`config.mk`:
```
export PLATFORM = sky130hd
export DESIGN_NAME = sd_spi_responder
export DESIGN_NICKNAME = d
export VERILOG_FILES = /design/src/rtl/sd_spi_responder.sv
export SDC_FILE = /design/constraint.sdc
export NUM_CORES = 1
export LEC_CHECK = 0
export ABC_AREA = 0
export BUFFER_PORTS_ARGS = -buffer_cell sky130_fd_sc_hd__buf_2
export CORE_MARGIN = 3
export CORE_UTILIZATION = 30
export CTS_CLUSTER_SIZE = 25
export DETAILED_ROUTE_END_ITERATION = 8
export PLACE_DENSITY = 0.44
export SLEW_MARGIN = 30
export SYNTH_ARGS = -nofsm -noshare
export SYNTH_HDL_FRONTEND = slang
export SYNTH_SLANG_ARGS = --single-unit
```
`constraint.sdc`:
```
create_clock -name clock -period 10 [get_ports clock]
set_input_delay 1 -clock clock [delete_from_list [all_inputs] [get_ports clock]]
set_output_delay 1 -clock clock [all_outputs]
set_load 0.02 [all_outputs]
```
`src/rtl/sd_spi_responder.sv`:
```
// sd_spi_responder: SPI-mode SD card device model and SPI loopback target.
// It decodes 6-byte SD command frames from an SPI mode-0 master. It answers
// CMD0/8/55/ACMD41/58/17 with R1/R3/R7 responses. For CMD17 it returns a
// single 512-byte data block filled with a synthetic incrementing pattern.
//
// Ports:
//   clock      system clock, at least 4x spi_sclk
//   reset      asynchronous, active-high reset
//   spi_cs     chip select, active-low, asynchronous to clock
//   spi_sclk   SPI clock (mode 0), asynchronous to clock
//   spi_mosi   master-out data, MSB first
//   spi_miso   slave-out data, idles at 1
//   cmd_valid  one-clock pulse when a command frame has been decoded
//   cmd_index  index of the last decoded command
//   cmd_arg    argument of the last decoded command
//   busy       a response or data block is pending or in progress
module sd_spi_responder #(
  parameter int unsigned ACMD41_BUSY = 2,
  parameter logic [31:0] OCR         = 32'hC0FF8000
) (
  input  logic        clock,
  input  logic        reset,
  input  logic        spi_cs,
  input  logic        spi_sclk,
  input  logic        spi_mosi,
  output logic        spi_miso,
  output logic        cmd_valid,
  output logic [5:0]  cmd_index,
  output logic [31:0] cmd_arg,
  output logic        busy
);

  typedef enum logic [2:0] {
    StWait,
    StFrame,
    StResp,
    StToken,
    StData,
    StCrc
  } state_e;

  state_e      state_q;
  logic [1:0]  cs_sync_q;
  logic [1:0]  sclk_sync_q;
  logic [1:0]  mosi_sync_q;
  logic        sclk_prev_q;
  logic [2:0]  bit_cnt_q;
  logic [6:0]  rx_q;
  logic [7:0]  tx_q;
  logic [2:0]  frame_cnt_q;
  logic [5:0]  idx_q;
  logic [31:0] arg_q;
  logic [39:0] resp_q;
  logic [2:0]  resp_left_q;
  logic        data_pend_q;
  logic [9:0]  data_cnt_q;
  logic        idle_q;
  logic        app_q;
  logic [15:0] acmd_cnt_q;

  logic        sclk_rise;
  logic        sclk_fall;
  logic [7:0]  rx_byte;
  logic [7:0]  r1_idle;
  logic [7:0]  r1_illegal;

  // Response decode for the frame currently held in idx_q/arg_q
  logic [39:0] resp_d;
  logic [2:0]  resp_len_d;
  logic        data_d;
  logic        idle_d;
  logic        app_d;
  logic [15:0] acmd_cnt_d;

  assign sclk_rise  = sclk_sync_q[1] & ~sclk_prev_q;
  assign sclk_fall  = ~sclk_sync_q[1] & sclk_prev_q;
  assign rx_byte    = {rx_q, mosi_sync_q[1]};
  assign r1_idle    = {7'b0, idle_q};
  assign r1_illegal = {5'b0, 1'b1, 1'b0, idle_q};
  assign busy       = (state_q == StResp) || (state_q == StToken) ||
                      (state_q == StData) || (state_q == StCrc);

  always_comb begin
    resp_d     = {r1_illegal, 32'hFFFF_FFFF};
    resp_len_d = 3'd1;
    data_d     = 1'b0;
    idle_d     = idle_q;
    app_d      = (idx_q == 6'd55);
    acmd_cnt_d = acmd_cnt_q;
    case (idx_q)
      6'd0: begin
        resp_d     = {8'h01, 32'hFFFF_FFFF};
        idle_d     = 1'b1;
        acmd_cnt_d = '0;
      end
      6'd8: begin
        resp_d     = {r1_idle, 24'h000001, arg_q[7:0]};
        resp_len_d = 3'd5;
      end
      6'd17: begin
        resp_d = {r1_idle, 32'hFFFF_FFFF};
        data_d = ~idle_q;
      end
      6'd41: begin
        if (app_q) begin
          if (acmd_cnt_q < 16'(ACMD41_BUSY)) begin
            resp_d     = {8'h01, 32'hFFFF_FFFF};
            acmd_cnt_d = acmd_cnt_q + 16'd1;
          end else begin
            resp_d = {8'h00, 32'hFFFF_FFFF};
            idle_d = 1'b0;
          end
        end
      end
      6'd55: begin
        resp_d = {r1_idle, 32'hFFFF_FFFF};
      end
      6'd58: begin
        resp_d     = {r1_idle, OCR};
        resp_len_d = 3'd5;
      end
      default: ;
    endcase
  end

  always_ff @(posedge clock or posedge reset) begin
    if (reset) begin
      state_q     <= StWait;
      cs_sync_q   <= 2'b11;
      sclk_sync_q <= 2'b00;
      mosi_sync_q <= 2'b11;
      sclk_prev_q <= 1'b0;
      bit_cnt_q   <= '0;
      rx_q        <= '0;
      tx_q        <= 8'hFF;
      spi_miso    <= 1'b1;
      frame_cnt_q <= '0;
      idx_q       <= '0;
      arg_q       <= '0;
      resp_q      <= '1;
      resp_left_q <= '0;
      data_pend_q <= 1'b0;
      data_cnt_q  <= '0;
      idle_q      <= 1'b1;
      app_q       <= 1'b0;
      acmd_cnt_q  <= '0;
      cmd_valid   <= 1'b0;
      cmd_index   <= '0;
      cmd_arg     <= '0;
    end else begin
      cs_sync_q   <= {cs_sync_q[0], spi_cs};
      sclk_sync_q <= {sclk_sync_q[0], spi_sclk};
      mosi_sync_q <= {mosi_sync_q[0], spi_mosi};
      sclk_prev_q <= sclk_sync_q[1];
      cmd_valid   <= 1'b0;

      if (cs_sync_q[1]) begin
        // Deselected: drop any partial frame or transfer, keep card state
        state_q   <= StWait;
        bit_cnt_q <= '0;
        tx_q      <= 8'hFF;
        spi_miso  <= 1'b1;
      end else begin
        if (sclk_fall) begin
          spi_miso <= tx_q[7];
          tx_q     <= {tx_q[6:0], 1'b1};
        end

        if (sclk_rise) begin
          rx_q      <= rx_byte[6:0];
          bit_cnt_q <= bit_cnt_q + 3'd1;

          if (bit_cnt_q == 3'd7) begin
            // Byte boundary: tx_q gets the byte for the next slot
            tx_q <= 8'hFF;
            unique case (state_q)
              StWait: begin
                if (rx_byte[7:6] == 2'b01) begin
                  state_q     <= StFrame;
                  idx_q       <= rx_byte[5:0];
                  frame_cnt_q <= 3'd1;
                end
              end
              StFrame: begin
                if (frame_cnt_q == 3'd5) begin
                  // CRC byte: never checked; frame is complete
                  state_q     <= StResp;
                  cmd_valid   <= 1'b1;
                  cmd_index   <= idx_q;
                  cmd_arg     <= arg_q;
                  resp_q      <= resp_d;
                  resp_left_q <= resp_len_d;
                  data_pend_q <= data_d;
                  idle_q      <= idle_d;
                  app_q       <= app_d;
                  acmd_cnt_q  <= acmd_cnt_d;
                end else begin
                  arg_q       <= {arg_q[23:0], rx_byte};
                  frame_cnt_q <= frame_cnt_q + 3'd1;
                end
              end
              StResp: begin
                if (resp_left_q != 3'd0) begin
                  tx_q        <= resp_q[39:32];
                  resp_q      <= {resp_q[31:0], 8'hFF};
                  resp_left_q <= resp_left_q - 3'd1;
                end else if (data_pend_q) begin
                  state_q <= StToken;  // this slot is the 0xFF gap byte
                end else begin
                  state_q <= StWait;
                end
              end
              StToken: begin
                tx_q       <= 8'hFE;
                state_q    <= StData;
                data_cnt_q <= '0;
              end
              StData: begin
                tx_q <= cmd_arg[7:0] + data_cnt_q[7:0];
                if (data_cnt_q == 10'd511) begin
                  state_q    <= StCrc;
                  data_cnt_q <= '0;
                end else begin
                  data_cnt_q <= data_cnt_q + 10'd1;
                end
              end
              StCrc: begin
                // Two 0xFF CRC slots, then release once the second has gone out
                if (data_cnt_q == 10'd2) begin
                  state_q <= StWait;
                end else begin
                  data_cnt_q <= data_cnt_q + 10'd1;
                end
              end
              default: state_q <= StWait;
            endcase
          end
        end
      end
    end
  end

endmodule

```
==> reports/qor.yml, run 1 <==
worst_setup_path:
  reg2regPathDepth: 8
  cp_max_fo: 47
  worst-setup-path-type: "reg -> reg"
  startpoint_type: "flop"
  reg2reg_slack_ns: 7.21
  timing.rr.start: "bit_cnt_q[0]"
  arrival_ns: 3.12
  rr_endpoint: "acmd_cnt_q[0]"
  crit_end: "acmd_cnt_q[0]"
  worstPathRequired_ns: 10.33
  cp-end-kind: "flop"
  startpoint: "bit_cnt_q[0]"
synth:
  yosysUniqueCellTypes: 73
  synth_top_cell_area_share: 0.385
  syn_inst: 805
  syn_nets: 828
  synth-main-ff-cell: "dfrtp_1"
  seq_area_frac_synth: 0.556
  ys.warnings.count: 0
  post-synth-top-area-cell: "dfrtp_1"
  synth_edf_count: 0
  syn-cell-area_sq_um: 8260
  synthArstFlopShare: 1.00
  synth_seq_cells: 181
  synthTopCellsByArea: "dfrtp_1, dfstp_2, nand2_1, mux2_2, o21ai_0"
  avgSynthCellArea_sq_um: 10.3
  synth_common_cells: "nand2_1, dfrtp_1, o21ai_0"
  yosysMostFrequentCell: "nand2_1"
global_route:
  grt_pass1_wl_microns: 31900
  grt_pass1_vias: 5746
  antenna_found_initial: 0
  grt.total_usage: 0.137
  grt_max_degree: 122
  grt-ovfl-total: 0
pwr:
  p_int_mw: 1.10
  comb_power_share: 0.028
  p_per_area_nw_per_um2: 158
  pwr-share-seq: 0.516
  static-leakage-power_nw: 4.34
  pwr-share-clk: 0.456
  power.share.switching: 0.257
  irDropWorstVdd_v: 0.000109
  switchingPower_mw: 0.381
  fin_total_pwr_mw: 1.48
placed_design:
  gp_congestion: 0.714
  port-buffer-count: 45
  dpl.hpwl_microns: 12100
  pre_cts_slack_ns: 7.18
clock_tree:
  clock_latency_ns: 0.45
  htree_levels: 4
  root_buffer: "clkbuf_16"
  post_cts_buffers: 0
  clkTransAtPathRegs_ns: 0.07
  post_cts_resized: 0
  clock_sinks: 181
  cts_tree: "done"
  cts_hold_buf: 0
  numCtsBuffers: 17
  clock_path_buffers: 2
sta:
  tns_ns: 0
  hold_ws_ns: 0.354
  slew_headroom: 0.399
  finalCriticalPeriod_ns: 2.79
  postLayoutSetupSlackWorst_ns: 7.21
  skew_ns: 0.0146
  worstMarginPinSlew_ns: 0.902
  rsz0062_at_grt: "no"
  report.final.slew_viol_count: 0
  setup_violations: 0
  hold_viol_final: 0
  max_freq_ghz: 0.358
  timing.final.crit_share: 0.279
drt:
  drc: 0
  ant_nets: 0
  via_per_inst: 4.89
  totalWireLength_microns: 19300
  drt-initial-drc-count: 338
  routedWlPerCell_microns: 16.3
  dr.pass1.iters: 4
  num_vias: 5799
floorplanning:
  start_util: 0.306
  die-area_sq_um: 29600
  fp.dieH_microns: 172
  row_count: 60
  ios: 46
  core_sq_um: 27000
  die_w_microns: 172
run:
  cap_violations: 0
cells_and_area:
  drive_gt1_frac: 0.241
  multiInputGateArea_sq_um: 3400
  seq_area_sq_um: 4600
  fin_util: 0.346
  antennaDiodeCount: 0
  fill_cells: 2758
  syn_to_final_growth_pct: 13.2
  fin_nets: 855
hold_path:
  hold_path.class: "reg -> reg"
status:
  status: "completed"
## cells by family (layout without fill, tap and decap cells)
group	Yosys count	count (layout)	share of synthesized area
and+or+nand+nor	327	327	0.188
muxes	49	49	0.0660
buffers and inverters	61	101	0.0338
xor gates and xnor gates	7	7	0.00742
adders and majority gates	18	18	0.0282
DFF	181	181	0.556
AOI/OAI and AO/OA	162	162	0.121
## worst min-delay path by stage
| stage | slack (ns) | end | from | cells after the start |
|---|---|---|---|---|
| finish | 0.35 | cs_sync_q[1] | cs_sync_q[0] | 0 |
| global route | 0.36 | cs_sync_q[1] | cs_sync_q[0] | 0 |
| CTS | 0.36 | mosi_sync_q[1] | mosi_sync_q[0] | 0 |
| detailed placement | 0.35 | mosi_sync_q[1] | mosi_sync_q[0] | 0 |
| global placement | 0.35 | mosi_sync_q[1] | mosi_sync_q[0] | 0 |
| floorplan | 0.33 | sclk_sync_q[1] | sclk_sync_q[0] | 0 |
## metal layers
metal	routed length, microns	vias up	GRT usage
li1	-	2849	-
met1	9800	2854	0.196
met4	172	0	0.0358
met5	0	-	0
met3	621	13	0.0336
met2	8680	83	0.209
## power by group through the flow
stage	clock (mW)	sequential, mW	combinational (mW)
finish	0.675	0.764	0.0416
global route	0.726	0.767	0.0478
detailed placement	0	0.777	0.0429
global placement	0	0.777	0.0431
floorplan	0	0.771	0.0338
CTS	0.693	0.764	0.0432
## sequential cells by signal, indices dropped and copies added, names as in the netlist
signal	count
tx_q	8
resp_left_q	3
mosi_sync_q	2
acmd_cnt_q	16
idle_q	1
bit_cnt_q	3
spi_miso	1
state_q	3
arg_q	32
app_q	1
rx_q	7
idx_q	6
sclk_sync_q	2
data_pend_q	1
cmd_valid	1
cs_sync_q	2
sclk_prev_q	1
resp_q	40
data_cnt_q	10
cmd_index	6
cmd_arg	32
frame_cnt_q	3
## area by class of cell
| type | instances | area share |
|---|---|---|
| clock buffer | 17 | 0.0455 |
| clock inverter | 15 | 0.0171 |
| inverter | 18 | 0.00856 |
| multi-input combinational | 563 | 0.363 |
| sequential | 181 | 0.491 |
| tap | 341 | 0.0456 |
| timing repair buffer | 51 | 0.0289 |
## layout by cell type (no fill, tap or decap), drive strengths merged, types with 4 or more instances in the layout
master	instances
nor2b	17
inv	23
clkbuf	17
nor3	16
o21ai	80
nand4	5
a21oi	21
nor2	23
ha	17
clkinv	6
o31ai	7
or2	5
nand2	196
nor3b	5
a22oi	4
clkinvlp	4
nand3	15
or4	4
mux2i	5
mux2	44
o211ai	12
dfrtp	127
a31oi	6
dfstp	54
and3	4
nand2b	12
xnor2	4
nor4	7
o21a	4
and2	4
buf	51
## worst max-delay path, stage by stage, from the launching register on
cell,delay [ns]
dfrtp_1,0.37
ha_1,0.16
ha_1,0.30
nand3b_4,0.14
or4_4,0.79
clkinv_4,0.36
o21a_4,0.21
nand2_1,0.07
mux2_2,0.26
## through the flow
stage | std cells | area [sq um]
floorplan | 805 | 8260
global placement | 1154 | 8770
detailed placement | 1154 | 8770
CTS | 1186 | 9350
global route | 1186 | 9360
finish | 1186 | 9360
(Power assumes the default switching activity.)
==> run 2, diff against run 1 <==
Settings changed: PLACE_DENSITY 0.44 to 0.46.
Clock period 10 ns to 2.35 ns, I/O delays scaled along.
==> run 2 against run 1 <==
Against the previous run: non-clock buffer count up 31; hold slack better by 0.0057 ns; sequential power increased to 4.3 times the previous value; sequential share of layout area is 1.9 points lower; largest cell class unchanged; critical path depth did not move; clock-buffer cell count unchanged; via count up 1.2%; clock skew rose by 0.0045 ns; sequential cell count stayed put; register-to-register slack lost 7.1 ns.
==> reports/qor.yml, run 2 (synthesis gave the netlist of run 1 again) <==
status:
  status: "completed"
floorplanning:
  core_sq_um: 27000
  die_w_microns: 172
  fp.dieH_microns: 172
  die-area_sq_um: 29600
  ios: 46
  row_count: 60
  start_util: 0.306
placed_design:
  gp_congestion: 0.786
  dp.cells: 1181
  port-buffer-count: 45
  pre_cts_slack_ns: 0.124
  dpl.hpwl_microns: 13000
pwr:
  static-leakage-power_nw: 4.55
  fin_total_pwr_mw: 6.52
  power.share.switching: 0.266
  p_int_mw: 4.78
  p_per_area_nw_per_um2: 670
  switchingPower_mw: 1.73
  pwr-share-seq: 0.498
  irDropWorstVdd_v: 0.000448
  comb_power_share: 0.031
  pwr-share-clk: 0.471
worst_setup_path:
  arrival_ns: 2.56
  max_stage_delay_ns: 0.60
  cp-end-kind: "flop"
  worst-setup-path-type: "reg -> reg"
  crit_top_cell: "ha_1"
  cp_max_fo: 8
  slowest_stage: "or4_4"
  worstPathRequired_ns: 2.68
  cp_cell_sequence: "ha_1 > ha_1 > nand3b_4 > or4_4 > clkinv_4 > o21a_4 > nand2_1 > mux2_2"
  startpoint_type: "flop"
clock_tree:
  clkTransAtPathRegs_ns: 0.09
  cts_tree: "done"
  clock_path_buffers: 2
  post_cts_buffers: 0
  clock_sinks: 181
  numCtsBuffers: 17
  clock_latency_ns: 0.44
  htree_levels: 4
  root_buffer: "clkbuf_16"
sta:
  tns_ns: 0
  timing.final.crit_share: 0.948
  skew_ns: 0.0191
  hold_ws_ns: 0.360
  report.final.slew_viol_count: 0
  rsz0062_at_grt: "no"
  postLayoutSetupSlackWorst_ns: 0.122
  worstMarginPinSlew_ns: 0.560
  slew_headroom: 0.617
  max_freq_ghz: 0.449
  setup_violations: 0
  finalCriticalPeriod_ns: 2.23
  hold_viol_final: 0
global_route:
  grt_pass1_wl_microns: 32400
  grt_use_met1: 0.199
  grt_pass1_vias: 6031
  grt_use_met2: 0.214
  busiest_layer: "met2"
  grt_max_degree: 86
  grt.total_usage: 0.138
  use_met3: 0.0265
  antenna_found_initial: 0
  grt-ovfl-total: 0
cells_and_area:
  drive_gt1_frac: 0.264
  fill_cells: 2783
  regMostFlops: "resp_q"
  layout_commonest_cell: "nand2_1"
  fin_nets: 886
  largest_register_ffs: 40
  antennaDiodeCount: 0
  fin_cells: 1217
  reg_top3: "resp_q (40), arg_q (32), cmd_arg (32)"
  syn_to_final_growth_pct: 17.8
  most-common-layout-cells: "nand2_1, dfrtp_1, o21ai_0, dfstp_2, buf_2"
drt:
  num_vias: 5866
  dr.pass1.iters: 4
  totalWireLength_microns: 19100
  ant_nets: 0
  via_per_inst: 4.82
  drt-initial-drc-count: 362
  routedWlPerCell_microns: 15.7
  drc: 0
hold_path:
  hold_path.class: "reg -> reg"
run:
  cap_violations: 0
[run 2: worst max-delay path: cells and delay by family, from the launching register on]
family,cells,cell delay (ns)
adders and majority gates,2,0.44
muxes,1,0.26
AOI/OAI and AO/OA,1,0.15
DFF,1,0.37
and+or+nand+nor,3,0.79
buffers and inverters,1,0.11
[run 2: final timing paths]
check / startpoint / to / slack (ns) / cells after the start
worst min-delay path: mosi_sync_q[0] / mosi_sync_q[1] / 0.36 / 0
worst max register to register: bit_cnt_q[0] / acmd_cnt_q[0] / 0.12 / 8
max in group asynchronous: reset / resp_q[21] / 1.24 / 4
worst max-delay path: bit_cnt_q[0] / acmd_cnt_q[0] / 0.12 / 8
min in group asynchronous: reset / cmd_arg[4] / 0.37 / 3
worst min register to register: mosi_sync_q[0] / mosi_sync_q[1] / 0.36 / 0
[run 2: cell type report]
| class | instances | area [sq um] | area share |
|---|---|---|---|
| clock inverter | 15 | 224 | 0.0230 |
| timing repair buffer | 82 | 588 | 0.0604 |
| clock buffer | 17 | 425 | 0.0437 |
| inverter | 18 | 76.3 | 0.00784 |
| sequential | 181 | 4600 | 0.472 |
| tap | 341 | 427 | 0.0438 |
| multi-input combinational | 563 | 3400 | 0.349 |
[run 2: repair_timing]
item,4_1_cts,5_1_grt
gates resized for setup,0,1
hold endpoints to repair,16,0
hold buffers,4,0
endpoints found under the setup margin,0,10
[run 2: stage by stage]
step,util,area (sq um)
floorplan,-,8270
global placement,0.335,9040
detailed placement,0.335,9040
CTS,0.360,9730
global route,0.360,9730
finish,0.360,9730
[run 2: power groups by stage]
stage / clock (mW) / combinational [mW] / sequential, mW
finish: 3.07 / 0.202 / 3.25
global route: 3.32 / 0.233 / 3.26
CTS: 3.16 / 0.208 / 3.25
floorplan: 0 / 0.144 / 3.28
global placement: 0 / 0.202 / 3.31
detailed placement: 0 / 0.203 / 3.30
[run 2: routing by layer]
layer  share of wire  vias up  wire, microns
met4          0.0096        0            184
met5               0        -              0
met3           0.028       12            538
li1                -     2908              -
met2            0.45       77           8570
met1            0.51     2869           9860
